--- src/rtl/load_extend_ctrl.sv ---
// ---------------------------------------------------------------------------
// load_extend_ctrl
//   Sequences byte / halfword / word loads. It drives the memory read
//   handshake (MFA/MOC) and aligns the returned word by byte lane. For signed
//   sub-word loads it pulses the external registered signExtension unit and
//   writes its result back. Unsigned loads bypass that unit and are
//   zero-extended here. Word loads pass through unchanged.
//
// Configuration macro:
//   LDX_TIMEOUT_EN - when defined, RD gives up after MOC_LIMIT cycles without
//                    MOC and reports err. When undefined, RD waits for MOC
//                    indefinitely.
//
// Ports:
//   CLK, CLR    clock (rising edge), asynchronous active-low reset
//   start       load request, sampled in IDLE only
//   addr_lo     address bits [1:0], captured with start
//   dataSize    00 byte, 01 halfword, 10 word, 11 reserved
//   signed_ld   1 = sign-extend via signExtension, 0 = zero-extend
//   MOC         memory operation complete
//   mem_data    read data, valid while MOC = 1
//   MFA         memory read request (high throughout RD)
//   ext_D       lane-aligned data to signExtension
//   ext_size    captured dataSize to signExtension
//   ext_E       signExtension enable, one-cycle pulse
//   ext_Q       signExtension result, valid the cycle after ext_E
//   rf_we       register-file write enable, one-cycle pulse
//   rf_data     write-back data, valid while rf_we = 1
//   busy        high in every state except IDLE
//   done        one-cycle completion pulse (with rf_we or err)
//   err         one-cycle pulse for misaligned / reserved size (or timeout)
// ---------------------------------------------------------------------------
module load_extend_ctrl #(
  parameter int DATA_W    = 32,
  parameter int MOC_LIMIT = 15
) (
  input  logic              CLK,
  input  logic              CLR,
  input  logic              start,
  input  logic [1:0]        addr_lo,
  input  logic [1:0]        dataSize,
  input  logic              signed_ld,
  input  logic              MOC,
  input  logic [DATA_W-1:0] mem_data,
  output logic              MFA,
  output logic [DATA_W-1:0] ext_D,
  output logic [1:0]        ext_size,
  output logic              ext_E,
  input  logic [DATA_W-1:0] ext_Q,
  output logic              rf_we,
  output logic [DATA_W-1:0] rf_data,
  output logic              busy,
  output logic              done,
  output logic              err
);

  // The lane-alignment shift and the masks assume a 32-bit datapath.
  if (DATA_W != 32 || MOC_LIMIT < 1) begin : gParamCheck
    $error("load_extend_ctrl: DATA_W must be 32 and MOC_LIMIT must be >= 1");
  end

  typedef enum logic [2:0] {
    IDLE = 3'd0,
    RD   = 3'd1,
    EXT  = 3'd2,
    EXW  = 3'd3,
    WB   = 3'd4,
    FLT  = 3'd5
  } state_t;

  localparam logic [1:0] SZ_BYTE = 2'b00;
  localparam logic [1:0] SZ_HALF = 2'b01;
  localparam logic [1:0] SZ_WORD = 2'b10;

  state_t            state, nextState;
  logic [1:0]        addrLo;
  logic              signedLd;
  logic              reqFault;
  logic              timeoutHit;
  logic [DATA_W-1:0] alignedData;
  logic [DATA_W-1:0] zeroExtData;

  // A request faults on the reserved size or when it is not naturally aligned.
  always_comb begin
    reqFault = 1'b0;
    unique case (dataSize)
      SZ_BYTE: reqFault = 1'b0;
      SZ_HALF: reqFault = addr_lo[0];
      SZ_WORD: reqFault = (addr_lo != 2'b00);
      default: reqFault = 1'b1;
    endcase
  end

  // Move the addressed lane down to bit 0, then clear the bits above the access size.
  assign alignedData = mem_data >> {addrLo, 3'b000};

  always_comb begin
    zeroExtData = alignedData;
    unique case (ext_size)
      SZ_BYTE: zeroExtData = DATA_W'(alignedData[7:0]);
      SZ_HALF: zeroExtData = DATA_W'(alignedData[15:0]);
      default: zeroExtData = alignedData;
    endcase
  end

`ifdef LDX_TIMEOUT_EN
  localparam int CNT_W = (MOC_LIMIT < 16) ? 4 : $clog2(MOC_LIMIT + 1);
  logic [CNT_W-1:0] mocWaitCnt;

  // RD is only entered from IDLE, so clearing in IDLE clears on every RD entry.
  always_ff @(posedge CLK or negedge CLR) begin
    if (!CLR)                     mocWaitCnt <= '0;
    else if (state == IDLE)       mocWaitCnt <= '0;
    else if (state == RD && !MOC) mocWaitCnt <= mocWaitCnt + 1'b1;
  end

  // Becomes true during the MOC_LIMIT-th RD cycle without MOC.
  assign timeoutHit = (state == RD) && (mocWaitCnt == CNT_W'(MOC_LIMIT - 1));
`else
  assign timeoutHit = 1'b0;
`endif

  // NOTE: state and datapath registers use non-blocking assignments so every
  // flop samples pre-edge values regardless of the order of the blocks.
  always_ff @(posedge CLK or negedge CLR) begin
    if (!CLR) state <= IDLE;
    else      state <= nextState;
  end

  // NOTE: every output and nextState receives a default before the case
  // statement, so no path through the block can leave a latch behind.
  always_comb begin
    nextState = state;
    MFA       = 1'b0;
    ext_E     = 1'b0;
    rf_we     = 1'b0;
    done      = 1'b0;
    err       = 1'b0;
    busy      = (state != IDLE);
    unique case (state)
      IDLE: if (start) nextState = reqFault ? FLT : RD;
      RD: begin
        MFA = 1'b1;
        if (MOC)             nextState = (signedLd && ext_size != SZ_WORD) ? EXT : WB;
        else if (timeoutHit) nextState = FLT;
      end
      EXT: begin
        ext_E     = 1'b1;
        nextState = EXW;
      end
      EXW: nextState = WB;
      WB: begin
        rf_we     = 1'b1;
        done      = 1'b1;
        nextState = IDLE;
      end
      FLT: begin
        err       = 1'b1;
        done      = 1'b1;
        nextState = IDLE;
      end
      default: nextState = IDLE;
    endcase
  end

  // NOTE: these are few, plain data registers, so they get the asynchronous
  // reset as well. A reset must leave ext_D and rf_data at zero.
  always_ff @(posedge CLK or negedge CLR) begin
    if (!CLR) begin
      addrLo   <= '0;
      ext_size <= '0;
      signedLd <= 1'b0;
      ext_D    <= '0;
      rf_data  <= '0;
    end else begin
      if (state == IDLE && start) begin
        addrLo   <= addr_lo;
        ext_size <= dataSize;
        signedLd <= signed_ld;
      end
      // For a signed sub-word load, the zero-extended value written here is
      // replaced by ext_Q in EXW before WB.
      if (state == RD && MOC) begin
        ext_D   <= alignedData;
        rf_data <= zeroExtData;
      end
      if (state == EXW) rf_data <= ext_Q;
    end
  end

endmodule

--- config.mk ---
export PLATFORM = sky130hd
export DESIGN_NAME = load_extend_ctrl
export DESIGN_NICKNAME = d
export VERILOG_FILES = /design/src/rtl/load_extend_ctrl.sv
export SDC_FILE = /design/constraint.sdc
export NUM_CORES = 1
export LEC_CHECK = 0
export BUFFER_PORTS_ARGS = -buffer_cell sky130_fd_sc_hd__buf_2
export CAP_MARGIN = 0
export CORE_MARGIN = 2
export CORE_UTILIZATION = 48
export DETAILED_ROUTE_END_ITERATION = 7
export HOLD_SLACK_MARGIN = 0.02
export PLACE_DENSITY = 0.84
export SYNTH_ARGS = -nofsm -noshare
export SYNTH_HDL_FRONTEND = slang
export SYNTH_SLANG_ARGS = --single-unit
--- constraint.sdc ---
create_clock -name CLK -period 2.1 [get_ports CLK]
set_input_delay 0.21 -clock CLK [delete_from_list [all_inputs] [get_ports CLK]]
set_output_delay 0.21 -clock CLK [all_outputs]
set_load 0.1 [all_outputs]
Word level (Yosys, flattened, before mapping). Index checks and enable logic that the tools add are counted.

Input bits: 73. Output and inout port bits: 72. Logic and storage cells: 43. Flip-flop bits (word level): 72.

Equality and inequality tests: 11. Shifts and indexed selects: 1. Muxes and demuxes: 14. Reduce and logical (&&, ||, !) cells: 11.

Operators by type and width (number): $mux W32 (2); $pmux W32 S2 (1); $shr A32 B5 Y32 (1); $mux W3 (4); $pmux W3 S4 (1); $eq A3 B2 Y1 const B (2); $eq A3 B3 Y1 const B (2); $ne A2 B2 Y1 const B (3); $mux W1 (5); $eq A2 B1 Y1 const B (2); $logic_not A2 Y1 (2); $reduce_bool A2 Y1 (2); $eq A3 B1 Y1 const B (1); $logic_and A1 B1 Y1 (3); $logic_not A3 Y1 (1); $pmux W1 S3 (1); $reduce_bool A3 Y1 (1); $eq A2 B2 Y1 const B (1); $reduce_and A2 Y1 (1); $reduce_or A2 Y1 (1).

Longest topological paths before layout.
Depth after elaboration: 5. Mapped depth: 6. Gate-level depth less buffers: 3.

Worst setup path after synthesis. Ideal clock, no wire load.

Path type: flip-flop to flip-flop. Start point: reg state[0]. End point: reg state[1]. Clock period less this slack: 3291 ps. Stages on the path, launching flop included: 5. Required time: 2016 ps. Data arrival time: 3207 ps. Slack: -1191 ps. Library setup time: 84 ps. Path buffers: 1. Cell sequence: dfrtp_1 -> buf_2 -> nor3b_1 -> a31oi_1 -> nor2_1.

Longest elaborated chain between the ends: 3. Elaborated cells between the ends (all ways): 8. Classes of those cells: 5 x eq/ne; 1 x mux; 2 x reduce/logical.

Ends and longest elaborated chain: from (decl) (line 75) `state_t state, nextState;`; from (signal assigned) (line 127) `else state <= nextState;`; $eq A3 B1 Y1 / $logic_not A3 Y1 (equally long branches) (line 140) `unique case (state)`; $ne A2 B2 Y1 (no line); $reduce_and A2 Y1 (no line).

Several ways; a longest one is shown, not always the timed one. A chain may end at the register's enable or synchronous reset.

Final worst setup path.
Start point: reg state[2]. End point: out err.

Longest elaborated chain between the ends: 2.

Ends and longest elaborated chain: $eq A3 B3 Y1 (line 140); $mux W1 (line 140); to (decl) (line 54) `output logic err`.

Every way passes these cells.

==> metrics.txt <==
Final setup viols 0; Fmax 523 MHz; share of layout cells above drive strength 1 45.0%; Synth Register Bits 72; Layout Area Growth over Synthesis 32.4%; CP required 1.89 ns; Diodes inserted 0; H-tree Lvls 3; Primary FF master, synth dfrtp_1; worst slew pin tran approximately 0.75 ns; Final TNS setup 0 ns; via/cell ratio just under 6; WL per Instance 19.1 um; initial antenna violation count 1; post-route cell area 0.00462 sq mm; leading cell type by number of instances after synthesis dfrtp_1; Routed Antenna Nets 0; row cnt 31; hold_buf cts 1; Core Area around 0.007 sq mm; clk sink count 72; minimum clock period 1.91 ns; CTS tree built; top cell type's share of synthesized area roughly 52%; via count between 3000 and 4000; worst hold margin roughly 0.084 ns; status completed; die area 0.00797 sq mm; GPL Wtd Cong 0.823; final net count 516; Initial Util 48.9%; final setup skew 0.00685 ns; type of origin of the critical path register; Placement Cell Area between 0.004 and 0.005 sq mm; slowest cell delay on critical path 0.45 ns; CTS-repair resized insts 0; final slew viol count 0; Cell Area, Synth 0.00349 sq mm; DRC violations left 0; Die W 89.3 um; first-pass GRT wire length 15700 um; period utilisation layout 91.0%; final WL 10400 um; GR Util All Layers between 20% and 30%; synthesized area per cell ~12 sq um; Die Ht 89.3 um; RSZ-0062 raised after global routing false; total of max-cap violations 0; Buffers on Ports approximately 140; dpl hpwl 7760 um; post-synth cell types 44; CTS Buf Count 9; Setup crit end kind primary output; number of synthesized flops with an enable pin 0; syn nets approximately 370; filler instances 591; clk slew on worst S/H paths 0.08 ns; Setup CP Type reg -> out; sequential fraction of the synthesis area 51.6%; vias in the first global route 3049; Slew headroom 49.7%; count of final hold-check violations 0; Skew-Pair Late Insertion Delay 0.35 ns; initial DRC count 169; Slowest cell on crit path dfrtp_1; Cells after Synth 300; Root Driver clkbuf_8; Worst EP arrival 1.70 ns; cells along the critical path buf_4, nor2b_4, and2_2, buf_2; Overflow after GRT 0; largest net degree at the start of global routing 34; Synth Warn # 0; asr flop ratio synth 100%; largest cells by area after synthesis dfrtp_1, mux2i_1, a221o_1, mux4_2, nand2_1; Commonest cells post-synth dfrtp_1, nand2_1, buf_2, mux2i_1; critical path's top delay family buffers and inverters; crit path buf inv count 2; CP Max Fanout 7; # Post-CTS Setup Buffers 0; Worst Hold Class in -> reg; drt pass-1 iters 4; clk buf depth 2; # IOs around 150; biggest area consumer among synthesized cells dfrtp_1
-- stage by stage --
step,util [%],std cells,setup WS (ns)
finish,64.8,546,0.189
global route,64.8,546,0.115
CTS,64.8,546,0.172
detailed placement,61.2,530,0.411
global placement,61.2,530,0.440
floorplan,-,300,0.00381
-- state kept, by name (all words and copies together), names as in the netlist --
register,cells
addrLo,2
state,3
ext_D,32
ext_size,2
signedLd,1
rf_data,32
-- cell usage in the layout, fill, tap and decap left out, drive strengths merged, types with 2 or more instances in the layout --
| cell type | synthesis | routed |
|---|---|---|
| mux2i | 17 | 17 |
| nor2 | 4 | 4 |
| nor3 | 2 | 2 |
| clkbuf | 3 | 10 |
| buf | 25 | 159 |
| a221o | 16 | 16 |
| and3 | 8 | 8 |
| clkinvlp | 0 | 2 |
| o31ai | 9 | 9 |
| a22o | 8 | 8 |
| and2 | 11 | 11 |
| inv | 3 | 3 |
| nand3 | 16 | 16 |
| nor2b | 2 | 2 |
| o21ai | 10 | 10 |
| mux2 | 5 | 5 |
| a21o | 9 | 9 |
| dfrtp | 72 | 72 |
| bufinv | 0 | 3 |
| mux4 | 8 | 8 |
| a2bb2oi | 7 | 7 |
| nand2 | 33 | 33 |
| nor3b | 2 | 2 |
| o211ai | 16 | 16 |
-- cell families after synthesis --
group                  count (synthesis)  synth area share [%]
AO/OA/AOI/OAI                         81                  18.4
buffers and inverters                 31                  4.48
flip-flops                            72                  51.6
multiplexers                          30                  11.8
AND/OR/NAND/NOR                       86                  13.7
-- worst paths after layout --
| check | from | end | slack [ns] | cells past startpoint |
|---|---|---|---|---|
| max | state[2] | err | 0.19 | 4 |
| max reg2reg | state[1] | rf_data[12] | 0.40 | 3 |
| min reg2reg | ext_D[4] | ext_D[4] | 0.48 | 1 |
| max in group asynchronous | CLR | rf_data[3] | 1.03 | 3 |
| min in group asynchronous | CLR | rf_data[24] | 0.44 | 2 |
| min | ext_Q[19] | rf_data[19] | 0.08 | 3 |
-- layout make-up --
type                    instances  area [sq um]  share of cell area [%]
clock buffers                  10           138                    2.98
clock inverters                 5           105                    2.27
inverters                       3          11.3                   0.244
flip-flops and latches         72          1800                    39.0
well taps                      99           124                    2.68
multi-input cells             197          1570                    34.1
repair buffers                160           868                    18.8
-- worst reg2reg max path, stage by stage (launching register included) --
cell and delay (ns):
dfrtp_1 0.46, and4bb_2 0.52, o21ai_1 0.34, o211ai_1 0.29
-- metal layers --
metal  part of all wire, %  global-route usage [%]
met4                   2.9                    11.8
met2                    47                    42.1
met3                   7.2                    6.00
met5                     0                       0
met1                    43                    35.9
Power is not shown: default switching activity piles up to over one toggle a cycle in this logic, so the estimate is an artifact.
